<file path="src/rtl/fetch_pkg.sv">
// Shared types for the fetch queue: default data width and the
// fetch_entry_t payload {instr, pc, pc_plus4} stored per entry.
package fetch_pkg;

   localparam int DATA_W_DEF = 32;

   typedef struct packed {
      logic [DATA_W_DEF-1:0] instr;
      logic [DATA_W_DEF-1:0] pc;
      logic [DATA_W_DEF-1:0] pc_plus4;
   } fetch_entry_t;

endpackage

</file>
<file path="src/rtl/fetch_queue_if.sv">
// IF/ID bus of the fetch queue. master = IF+ID side (producer/consumer),
// slave = queue. IF: IF_VALID/IF_READY + payload; ID: STALL, OUT_VALID,
// head payload, COUNT.
interface fetch_queue_if #(
   parameter int DATA_W = 32,
   parameter int DEPTH  = 4
);
   localparam int PTR_W = $clog2(DEPTH);

   logic              IF_VALID;
   logic              IF_READY;
   logic [DATA_W-1:0] Instr1_IF;
   logic [DATA_W-1:0] Instr_PC_IF;
   logic [DATA_W-1:0] Instr_PC_Plus4_IF;
   logic              STALL;
   logic              OUT_VALID;
   logic [DATA_W-1:0] Instr1_OUT;
   logic [DATA_W-1:0] Instr_PC_OUT;
   logic [DATA_W-1:0] Instr_PC_Plus4;
   logic [PTR_W:0]    COUNT;

   modport master (
      output IF_VALID, Instr1_IF, Instr_PC_IF,
             Instr_PC_Plus4_IF, STALL,
      input  IF_READY, OUT_VALID, Instr1_OUT,
             Instr_PC_OUT, Instr_PC_Plus4, COUNT
   );

   modport slave (
      input  IF_VALID, Instr1_IF, Instr_PC_IF,
             Instr_PC_Plus4_IF, STALL,
      output IF_READY, OUT_VALID, Instr1_OUT,
             Instr_PC_OUT, Instr_PC_Plus4, COUNT
   );

endinterface

</file>
<file path="src/rtl/fetch_queue_ptr.sv">
// Read/write pointers and occupancy of the fetch queue.
// Ports: CLK, RESET (async low), FLUSH, if_valid, stall in;
// push, pop, rd_ptr, wr_ptr, count, full, empty out.
module fetch_queue_ptr #(
   parameter  int DEPTH = 4,
   localparam int PTR_W = $clog2(DEPTH)
) (
   input  logic             CLK,
   input  logic             RESET,
   input  logic             FLUSH,
   input  logic             if_valid,
   input  logic             stall,
   output logic             push,
   output logic             pop,
   output logic [PTR_W-1:0] rd_ptr,
   output logic [PTR_W-1:0] wr_ptr,
   output logic [PTR_W:0]   count,
   output logic             full,
   output logic             empty
);

   localparam logic [PTR_W:0] CNT_MAX = (PTR_W+1)'(DEPTH);

   assign full  = (count == CNT_MAX);
   assign empty = (count == '0);
   // full blocks a push even when a pop frees a slot this cycle,
   // keeping STALL out of the IF_READY path
   assign push  = if_valid && !full;
   assign pop   = !empty && !stall;

   always_ff @(posedge CLK or negedge RESET) begin
      if (!RESET) begin
         rd_ptr <= '0;
         wr_ptr <= '0;
         count  <= '0;
      end else if (FLUSH) begin
         rd_ptr <= '0;
         wr_ptr <= '0;
         count  <= '0;
      end else begin
         if (push) wr_ptr <= wr_ptr + PTR_W'(1);
         if (pop)  rd_ptr <= rd_ptr + PTR_W'(1);
         unique case ({push, pop})
            2'b10:   count <= count + (PTR_W+1)'(1);
            2'b01:   count <= count - (PTR_W+1)'(1);
            default: count <= count;
         endcase
      end
   end

endmodule

</file>
<file path="src/rtl/fetch_queue.sv">
// DEPTH-entry IF->ID instruction buffer. Ports: CLK, RESET (async low),
// FLUSH, bus (fetch_queue_if.slave); with FETCH_QUEUE_PERF_EN also
// PERF_FULL_CYC / PERF_STALL_CYC saturating cycle counters.
module fetch_queue
   import fetch_pkg::*;
#(
   parameter  int DATA_W = DATA_W_DEF,
   parameter  int DEPTH  = 4,
   localparam int PTR_W  = $clog2(DEPTH)
) (
   input  logic        CLK,
   input  logic        RESET,
   input  logic        FLUSH,
`ifdef FETCH_QUEUE_PERF_EN
   output logic [31:0] PERF_FULL_CYC,
   output logic [31:0] PERF_STALL_CYC,
`endif
   fetch_queue_if.slave bus
);

   logic             push;
   logic             pop;
   logic [PTR_W-1:0] rd_ptr;
   logic [PTR_W-1:0] wr_ptr;
   logic [PTR_W:0]   count;
   logic             full;
   logic             empty;

   fetch_entry_t mem [DEPTH];
   fetch_entry_t wr_entry;
   fetch_entry_t head;

   fetch_queue_ptr #(.DEPTH(DEPTH)) u_ptr (
      .CLK      (CLK),
      .RESET    (RESET),
      .FLUSH    (FLUSH),
      .if_valid (bus.IF_VALID),
      .stall    (bus.STALL),
      .push     (push),
      .pop      (pop),
      .rd_ptr   (rd_ptr),
      .wr_ptr   (wr_ptr),
      .count    (count),
      .full     (full),
      .empty    (empty)
   );

   assign wr_entry.instr    = bus.Instr1_IF;
   assign wr_entry.pc       = bus.Instr_PC_IF;
   assign wr_entry.pc_plus4 = bus.Instr_PC_Plus4_IF;

   always_ff @(posedge CLK or negedge RESET) begin
      if (!RESET) begin
         for (int i = 0; i < DEPTH; i++) mem[i] <= '0;
      end else if (push && !FLUSH) begin
         mem[wr_ptr] <= wr_entry;
      end
   end

   // stale storage after a flush is hidden by the empty mask
   assign head           = mem[rd_ptr];
   assign bus.IF_READY   = !full;
   assign bus.OUT_VALID  = !empty;
   assign bus.COUNT      = count;
   assign bus.Instr1_OUT     = empty ? '0 : head.instr;
   assign bus.Instr_PC_OUT   = empty ? '0 : head.pc;
   assign bus.Instr_PC_Plus4 = empty ? '0 : head.pc_plus4;

`ifdef FETCH_QUEUE_PERF_EN
   always_ff @(posedge CLK or negedge RESET) begin
      if (!RESET) begin
         PERF_FULL_CYC  <= '0;
         PERF_STALL_CYC <= '0;
      end else begin
         if (bus.IF_VALID && full && (PERF_FULL_CYC != '1))
            PERF_FULL_CYC <= PERF_FULL_CYC + 32'd1;
         if (!empty && bus.STALL && (PERF_STALL_CYC != '1))
            PERF_STALL_CYC <= PERF_STALL_CYC + 32'd1;
      end
   end
`endif

endmodule

</file>
<file path="src/flat_wrapper.sv">
// flat-port wrapper written by rule: the top's interface ports become plain ports
module fetch_queue_flat import fetch_pkg::*;
#(
   parameter  int DATA_W = DATA_W_DEF,
   parameter  int DEPTH  = 4,
   localparam int PTR_W  = $clog2(DEPTH)
)
  (CLK, RESET, FLUSH, bus_IF_VALID, bus_Instr1_IF, bus_Instr_PC_IF, bus_Instr_PC_Plus4_IF, bus_STALL, bus_IF_READY, bus_OUT_VALID, bus_Instr1_OUT, bus_Instr_PC_OUT, bus_Instr_PC_Plus4, bus_COUNT);
  fetch_queue_if #(.DATA_W(DATA_W), .DEPTH(DEPTH)) bus_i ();
  input  logic CLK;
  input  logic RESET;
  input  logic FLUSH;
  input wire logic [$bits(bus_i.IF_VALID)-1:0] bus_IF_VALID;
  input wire logic [$bits(bus_i.Instr1_IF)-1:0] bus_Instr1_IF;
  input wire logic [$bits(bus_i.Instr_PC_IF)-1:0] bus_Instr_PC_IF;
  input wire logic [$bits(bus_i.Instr_PC_Plus4_IF)-1:0] bus_Instr_PC_Plus4_IF;
  input wire logic [$bits(bus_i.STALL)-1:0] bus_STALL;
  output wire logic [$bits(bus_i.IF_READY)-1:0] bus_IF_READY;
  output wire logic [$bits(bus_i.OUT_VALID)-1:0] bus_OUT_VALID;
  output wire logic [$bits(bus_i.Instr1_OUT)-1:0] bus_Instr1_OUT;
  output wire logic [$bits(bus_i.Instr_PC_OUT)-1:0] bus_Instr_PC_OUT;
  output wire logic [$bits(bus_i.Instr_PC_Plus4)-1:0] bus_Instr_PC_Plus4;
  output wire logic [$bits(bus_i.COUNT)-1:0] bus_COUNT;
  assign bus_i.IF_VALID = bus_IF_VALID;
  assign bus_i.Instr1_IF = bus_Instr1_IF;
  assign bus_i.Instr_PC_IF = bus_Instr_PC_IF;
  assign bus_i.Instr_PC_Plus4_IF = bus_Instr_PC_Plus4_IF;
  assign bus_i.STALL = bus_STALL;
  assign bus_IF_READY = bus_i.IF_READY;
  assign bus_OUT_VALID = bus_i.OUT_VALID;
  assign bus_Instr1_OUT = bus_i.Instr1_OUT;
  assign bus_Instr_PC_OUT = bus_i.Instr_PC_OUT;
  assign bus_Instr_PC_Plus4 = bus_i.Instr_PC_Plus4;
  assign bus_COUNT = bus_i.COUNT;
  fetch_queue #(.DATA_W(DATA_W), .DEPTH(DEPTH)) u_core (.CLK(CLK), .RESET(RESET), .FLUSH(FLUSH), .bus(bus_i));
endmodule
</file>
<file path="config.mk">
export PLATFORM = sky130hd
export DESIGN_NAME = fetch_queue_flat
export DESIGN_NICKNAME = d
export VERILOG_FILES = /design/src/rtl/fetch_pkg.sv /design/src/rtl/fetch_queue_if.sv /design/src/rtl/fetch_queue_ptr.sv /design/src/rtl/fetch_queue.sv /design/src/flat_wrapper.sv
export SDC_FILE = /design/constraint.sdc
export NUM_CORES = 1
export LEC_CHECK = 0
export ABC_AREA = 0
export BUFFER_PORTS_ARGS = -buffer_cell sky130_fd_sc_hd__buf_2
export CORE_ASPECT_RATIO = 0.5
export CORE_MARGIN = 5
export CORE_UTILIZATION = 30
export CTS_CLUSTER_DIAMETER = 60
export DETAILED_ROUTE_END_ITERATION = 7
export GPL_ROUTABILITY_DRIVEN = 1
export HOLD_SLACK_MARGIN = 0.1
export SLEW_MARGIN = 20
export SYNTH_ARGS = -nofsm -noshare
export SYNTH_HDL_FRONTEND = slang
export SYNTH_SLANG_ARGS = --single-unit
export TNS_END_PERCENT = 10
</file>
<file path="constraint.sdc">
create_clock -name CLK -period 4.1 [get_ports CLK]
set_clock_uncertainty 0.2 [all_clocks]
set_input_delay 0.41 -clock CLK [delete_from_list [all_inputs] [get_ports CLK]]
set_output_delay 0.41 -clock CLK [all_outputs]
set_load 0.1 [all_outputs]
</file>
==> results.sh, run 1 <==
export IMPL_power_frac_clock_pct=27.8
export IMPL_yosys_top_cells_area="dfrtp_1, mux2_2, mux4_2"
export IMPL_number_of_standard_cells_after_synthesis=1106
export IMPL_synthDistinctLibCells=40
export IMPL_drt_pre_antenna_iters=4
export IMPL_synth_seq_area_share_pct=54.77
export IMPL_numPortBuffers=201
export IMPL_grt_start_max_net_pins=98
export IMPL_row_count=63
export IMPL_post_cts_repair_setup_buffers=0
export IMPL_clkTransAtPathRegs_ns=0.06
export IMPL_internal_power_w=0.009150
export IMPL_syn_avg_cell_area_um2=16.15
export IMPL_design_die_area_um2=64830
export IMPL_hold_violations=0
export IMPL_power_static_leakage_nw=9.973
export IMPL_place_detailed_hpwl_um=25030
export IMPL_detailroute_via_count=10320
export IMPL_yosysTopAreaCellShare_pct=54.77
export IMPL_criticalPathCategory="reg2out"
export IMPL_rsz0062_at_grt="no"
export IMPL_path_max_fanout=35
export IMPL_slew_headroom_pct=49.53
export IMPL_drt_antenna_violating_nets=0
export IMPL_fp_coreArea_um2=59120
export IMPL_max_slew_worst_pin_slew_ns=0.7571
export IMPL_netlist_area_um2=17870
export IMPL_synth_seq_cells=391
export IMPL_cts_htree_levels=2
export IMPL_cts_hold_repair_buffers=99
export IMPL_design_portCount=202
export IMPL_maximum_clock_frequency_mhz=282.0
export IMPL_yosysTopAreaCell="dfrtp_1"
export IMPL_startpoint_type="register"
export IMPL_routed_wl_um=41090
export IMPL_globalplace_congestion=0.7192
export IMPL_clock_root_buffer="clkbuf_16"
export IMPL_clock_tree_buffer_depth=3
export IMPL_clk_latency_ns=0.54
export IMPL_cts_tree="done"
export IMPL_final_period_util_pct=86.50
export IMPL_dieHeight_um=182.6
export IMPL_drt_vias_per_instance=4.691
export IMPL_final_nets=1500
export IMPL_comb_power_share_pct=32.3
export IMPL_grt_pass1_vias=11480
export IMPL_post_cts_resized=0
export IMPL_outcome="finished clean"
export IMPL_synthArstFlopShare_pct=100.0
export IMPL_yosys_warnings=0
export IMPL_post_route_min_period_ns=3.547
export IMPL_final_core_util_pct=37.50
export IMPL_synth_flop_cell="dfrtp_1"
export IMPL_finalSetupViolations=0
export IMPL_required_time_at_the_worst_slack_endpoint_ns=3.49
export IMPL_die_w_um=355.1
export IMPL_grtUsageTotal_pct=12.77
export IMPL_maxCapViolations=0
export IMPL_power_density_cell_area_nw_per_um2=627.7
export IMPL_floorplan_initialDensity_pct=30.22
export IMPL_share_of_total_power_in_sequential_cells_pct=39.9
export IMPL_cts_buffers_inserted=42
export IMPL_drt_iter0_markers=372
export IMPL_avgRoutedWirePerCell_um=18.67
export IMPL_hold_class="in2reg"
export IMPL_gr_total_overflow=0
export IMPL_yosys_top_cells_count="dfrtp_1, mux2_2, and2_1, mux4_2, mux2_4"
export IMPL_grt_first_pass_wirelength_um=66360
export IMPL_sw_frac_of_total_pct=34.24
export IMPL_post_route_drc_count=0
export IMPL_cp_end_kind="output port"
export IMPL_final_layout_size_suffix_gt1_share_pct=54.89
export IMPL_antenna_violations_before_repair=0
export IMPL_timing_setup_tns_ns=0
export IMPL_syn2layout_area_growth_pct=24.08
export IMPL_power_switching_w=0.004764
export IMPL_most_numerous_cell_in_the_yosys_netlist="dfrtp_1"
export IMPL_crit_path_dat_ns=2.94
export IMPL_number_of_nets_in_the_synthesized_netlist=1212
export IMPL_antenna_diode_count=0
export IMPL_final_max_slew_violation_count=0
export IMPL_placedInstanceArea_um2=19770
export IMPL_clock_sink_count=391
export IMPL_synth_edf_count=0
export IMPL_final_design_area_no_fill_um2=22170
export IMPL_power_ir_vdd_worst_v=0.0003039
-- layout by cell type, fill, tap and decap left out, drive strengths merged, types with 2 or more instances in the layout --
master	instances
buf	225
o21ai	5
nand3	6
nor2b	2
ha	4
nor2	2
dlygate4sd3	99
mux4	96
mux2	384
clkbuf	62
dfrtp	391
bufinv	3
and2	96
nor3b	2
o211ai	2
inv	9
a21oi	8
clkinv	5
-- flip-flops by register name, summed over array words and instances (netlist names) --
name,flops
u_core.mem,384
u_core.u_ptr.count,3
u_core.u_ptr.rd_ptr,2
u_core.u_ptr.wr_ptr,2
-- metrics by stage --
step | setup WS (ns) | hold slack (ns) | total power, W | instances
floorplan | 0.08948 | -0.08559 | 0.009149 | 1106
global placement | 1.019 | 0.2816 | 0.01001 | 2031
detailed placement | 1.025 | 0.2871 | 0.01008 | 2031
CTS | 0.4390 | 0.1158 | 0.01409 | 2201
global route | 0.3638 | 0.1581 | 0.01461 | 2201
finish | 0.5534 | 0.1562 | 0.01391 | 2201
-- layout make-up --
type	instances	area, um^2
inverter	9	35.03
tap	780	975.9
fill	5659	36950
multi-input combinational	626	7646
clock inverter	9	126.4
timing repair buffer	324	2312
clock buffer	62	1280
sequential	391	9792
-- layer usage --
layer  wire [um]  track usage [%]  up-vias
met5           0                0        -
met4         724            2.852        0
met3         987            1.848       52
met2       22000            23.77       93
met1       17370            15.78     5552
li1            -                -     4627
-- worst paths after layout --
check / start / end / slack (ns) / depth (start not counted)
max in group asynchronous: RESET / u_core.mem[75]$_DFFE_PN0P_ / 2.40 / 3
min in group asynchronous: RESET / u_core.mem[162]$_DFFE_PN0P_ / 0.32 / 2
hold reg to reg: u_core.mem[131]$_DFFE_PN0P_ / u_core.mem[131]$_DFFE_PN0P_ / 0.30 / 1
setup reg to reg: u_core.u_ptr.count[0]$_DFFE_PN0P_ / u_core.u_ptr.count[2]$_DFFE_PN0P_ / 1.39 / 6
setup / recovery: u_core.u_ptr.rd_ptr[0]$_DFFE_PN0P_ / bus_Instr_PC_OUT[30] / 0.55 / 4
hold / removal: bus_STALL / u_core.u_ptr.count[0]$_DFFE_PN0P_ / 0.16 / 3
-- worst max-delay path: stages, from the launching register on --
cell	delay, ns
dfrtp_4	0.91
buf_4	0.42
mux4_2	0.54
and2_1	0.21
buf_2	0.31
-- logic make-up (layout without fill, tap and decap cells) --
kind of cell	after synthesis	in the layout	synth area share, %
AND/OR/NAND/NOR	117	117	4.132
flip-flops	391	391	54.77
multiplexers	480	480	37.15
AO/OA/AOI/OAI	23	23	0.8404
adder cells (fa/ha/maj)	5	5	0.3922
buffers and inverters	89	404	2.675
XOR/XNOR	1	1	0.04903
-- power by group through the flow --
stage	logic (W)	clock network, W	registers (W)
final	0.00449	0.00387	0.00555
after global routing	0.00477	0.00415	0.00568
after CTS	0.00457	0.00399	0.00554
after detailed placement	0.00448	0	0.00560
after global placement	0.00442	0	0.00559
after floorplan	0.00375	0	0.00540
No activity file was read; power rests on OpenSTA's default activity.
==> run 2: changes to the inputs <==
- CTS_BUF_LIST: unset -> sky130_fd_sc_hd__clkbuf_16
==> results.sh, run 2 (synthesis gave the netlist of run 1 again) <==
export IMPL_final_nets=1500
export IMPL_numPortBuffers=201
export IMPL_final_layout_size_suffix_gt1_share_pct=54.26
export IMPL_post_route_min_period_ns=3.539
export IMPL_slew_headroom_pct=49.05
export IMPL_finalSetupViolations=0
export IMPL_fin_cells=2201
export IMPL_antenna_diode_count=0
export IMPL_final_max_slew_violation_count=0
export IMPL_max_slew_worst_pin_slew_ns=0.7643
export IMPL_detailroute_via_count=10310
export IMPL_rsz0062_at_grt="no"
export IMPL_cts_buffers_inserted=42
export IMPL_hold_class="in2reg"
export IMPL_drt_vias_per_instance=4.683
export IMPL_globalplace_congestion=0.7192
export IMPL_final_core_util_pct=37.34
export IMPL_design_die_area_um2=64830
export IMPL_pre_cts_slack_ns=1.025
export IMPL_clock_sink_count=391
export IMPL_gr_total_overflow=0
export IMPL_maxCapViolations=0
export IMPL_dieHeight_um=182.6
export IMPL_design_portCount=202
export IMPL_grt_start_max_net_pins=98
export IMPL_startpoint_type="register"
export IMPL_floorplan_initialDensity_pct=30.22
export IMPL_final_period_util_pct=86.33
export IMPL_reg_top3="u_core.mem: 384 flops, u_core.u_ptr.count: 3 flops"
export IMPL_drt_antenna_violating_nets=0
export IMPL_power_density_cell_area_nw_per_um2=621.5
export IMPL_drt_pre_antenna_iters=4
export IMPL_place_detailed_hpwl_um=25030
export IMPL_maximum_clock_frequency_mhz=282.5
export IMPL_number_of_flip_flops_in_the_largest_register=384
export IMPL_clkTransAtPathRegs_ns=0.06
export IMPL_outcome="finished clean"
export IMPL_hold_violations=0
export IMPL_crit_path_dat_ns=2.93
export IMPL_timing_final_ws_setup_ns=0.5606
export IMPL_routed_wl_um=41030
export IMPL_mostFrequentLayoutCells="dfrtp_1, mux2_2, buf_2"
export IMPL_largest_register="u_core.mem"
export IMPL_power_static_leakage_nw=9.956
export IMPL_design_power_total_w=0.01372
export IMPL_cp_end_kind="output port"
export IMPL_clock_root_buffer="clkbuf_16"
export IMPL_post_route_drc_count=0
export IMPL_fp_coreArea_um2=59120
export IMPL_row_count=63
export IMPL_syn2layout_area_growth_pct=23.57
export IMPL_grt_pass1_vias=11470
export IMPL_drt_iter0_markers=393
export IMPL_clk_latency_ns=0.54
export IMPL_power_ir_vdd_worst_v=0.0002883
export IMPL_antenna_violations_before_repair=0
export IMPL_grtUsageTotal_pct=12.77
export IMPL_required_time_at_the_worst_slack_endpoint_ns=3.49
export IMPL_die_w_um=355.1
export IMPL_avgRoutedWirePerCell_um=18.64
export IMPL_post_cts_repair_setup_buffers=0
export IMPL_cts_tree="done"
export IMPL_cts_htree_levels=2
export IMPL_timing_setup_tns_ns=0
export IMPL_criticalPathCategory="reg2out"
export IMPL_mostFrequentLayoutCell="dfrtp_1"
export IMPL_place_detailed_instances=2031
export IMPL_clock_tree_buffer_depth=3
export IMPL_path_max_fanout=35
export IMPL_grt_first_pass_wirelength_um=66330
## run 2: cell types whose count changed in the layout (fill, tap and decap cells not counted)
cell and delta:
inv_1 +8, clkinv_1 +9, clkbuf_1 -8, clkbuf_8 -9
## run 2: through the flow
step           cell area [um^2]  hold WS, ns
4_1_cts                   22080       0.1158
6_report                  22080       0.1637
3_3_place_gp              19770       0.2816
3_5_place_dp              19770       0.2871
5_1_grt                   22080       0.1581
2_1_floorplan             17870     -0.08559
## run 2: cell type report
class,instances,area [um^2]
multi-input combinational,626,7646
clock buffer,45,1126
timing repair buffer,324,2312
inverter,9,35.03
sequential,391,9792
clock inverter,26,190.2
fill,5671,37040
tap,780,975.9
## run 2: timing repair
| action | CTS | global route |
|---|---|---|
| hold endpoints to repair | 482 | 0 |
| resized for setup | 0 | 0 |
| setup endpoints to repair | 0 | 0 |
| hold buffers | 99 | 0 |
## run 2: path summary, 6_finish.rpt
| check | from | to | slack [ns] | depth (start not counted) |
|---|---|---|---|---|
| setup reg to reg | u_core.u_ptr.count[0]$_DFFE_PN0P_ | u_core.u_ptr.count[2]$_DFFE_PN0P_ | 1.39 | 6 |
| max in group asynchronous | RESET | u_core.mem[171]$_DFFE_PN0P_ | 2.40 | 3 |
| min in group asynchronous | RESET | u_core.mem[61]$_DFFE_PN0P_ | 0.31 | 2 |
| hold reg to reg | u_core.mem[131]$_DFFE_PN0P_ | u_core.mem[131]$_DFFE_PN0P_ | 0.30 | 1 |
| setup / recovery | u_core.u_ptr.rd_ptr[0]$_DFFE_PN0P_ | bus_Instr_PC_OUT[30] | 0.56 | 4 |
| hold / removal | bus_STALL | u_core.u_ptr.count[0]$_DFFE_PN0P_ | 0.16 | 3 |
## run 2: per-layer routing
| layer | vias up | GRT usage (%) | share of wire, % | wire length, um |
|---|---|---|---|---|
| met4 | 0 | 2.884 | 1.7 | 711 |
| met1 | 5530 | 15.80 | 42 | 17430 |
| met2 | 98 | 23.71 | 53 | 21910 |
| li1 | 4626 | - | - | - |
| met3 | 53 | 1.848 | 2.4 | 983 |
| met5 | - | 0 | 0 | 0 |
## run 2: critical path, stage by stage (launching register included)
cell and delay [ns]:
dfrtp_4 0.90, buf_4 0.43, mux4_2 0.54, and2_1 0.21
buf_2 0.30
## run 2: where the power goes
part	switching (W)	internal [W]	total, W
combinational	0.00266	0.00183	0.00449
sequential	0.000571	0.00498	0.00555
clock	0.00153	0.00215	0.00368
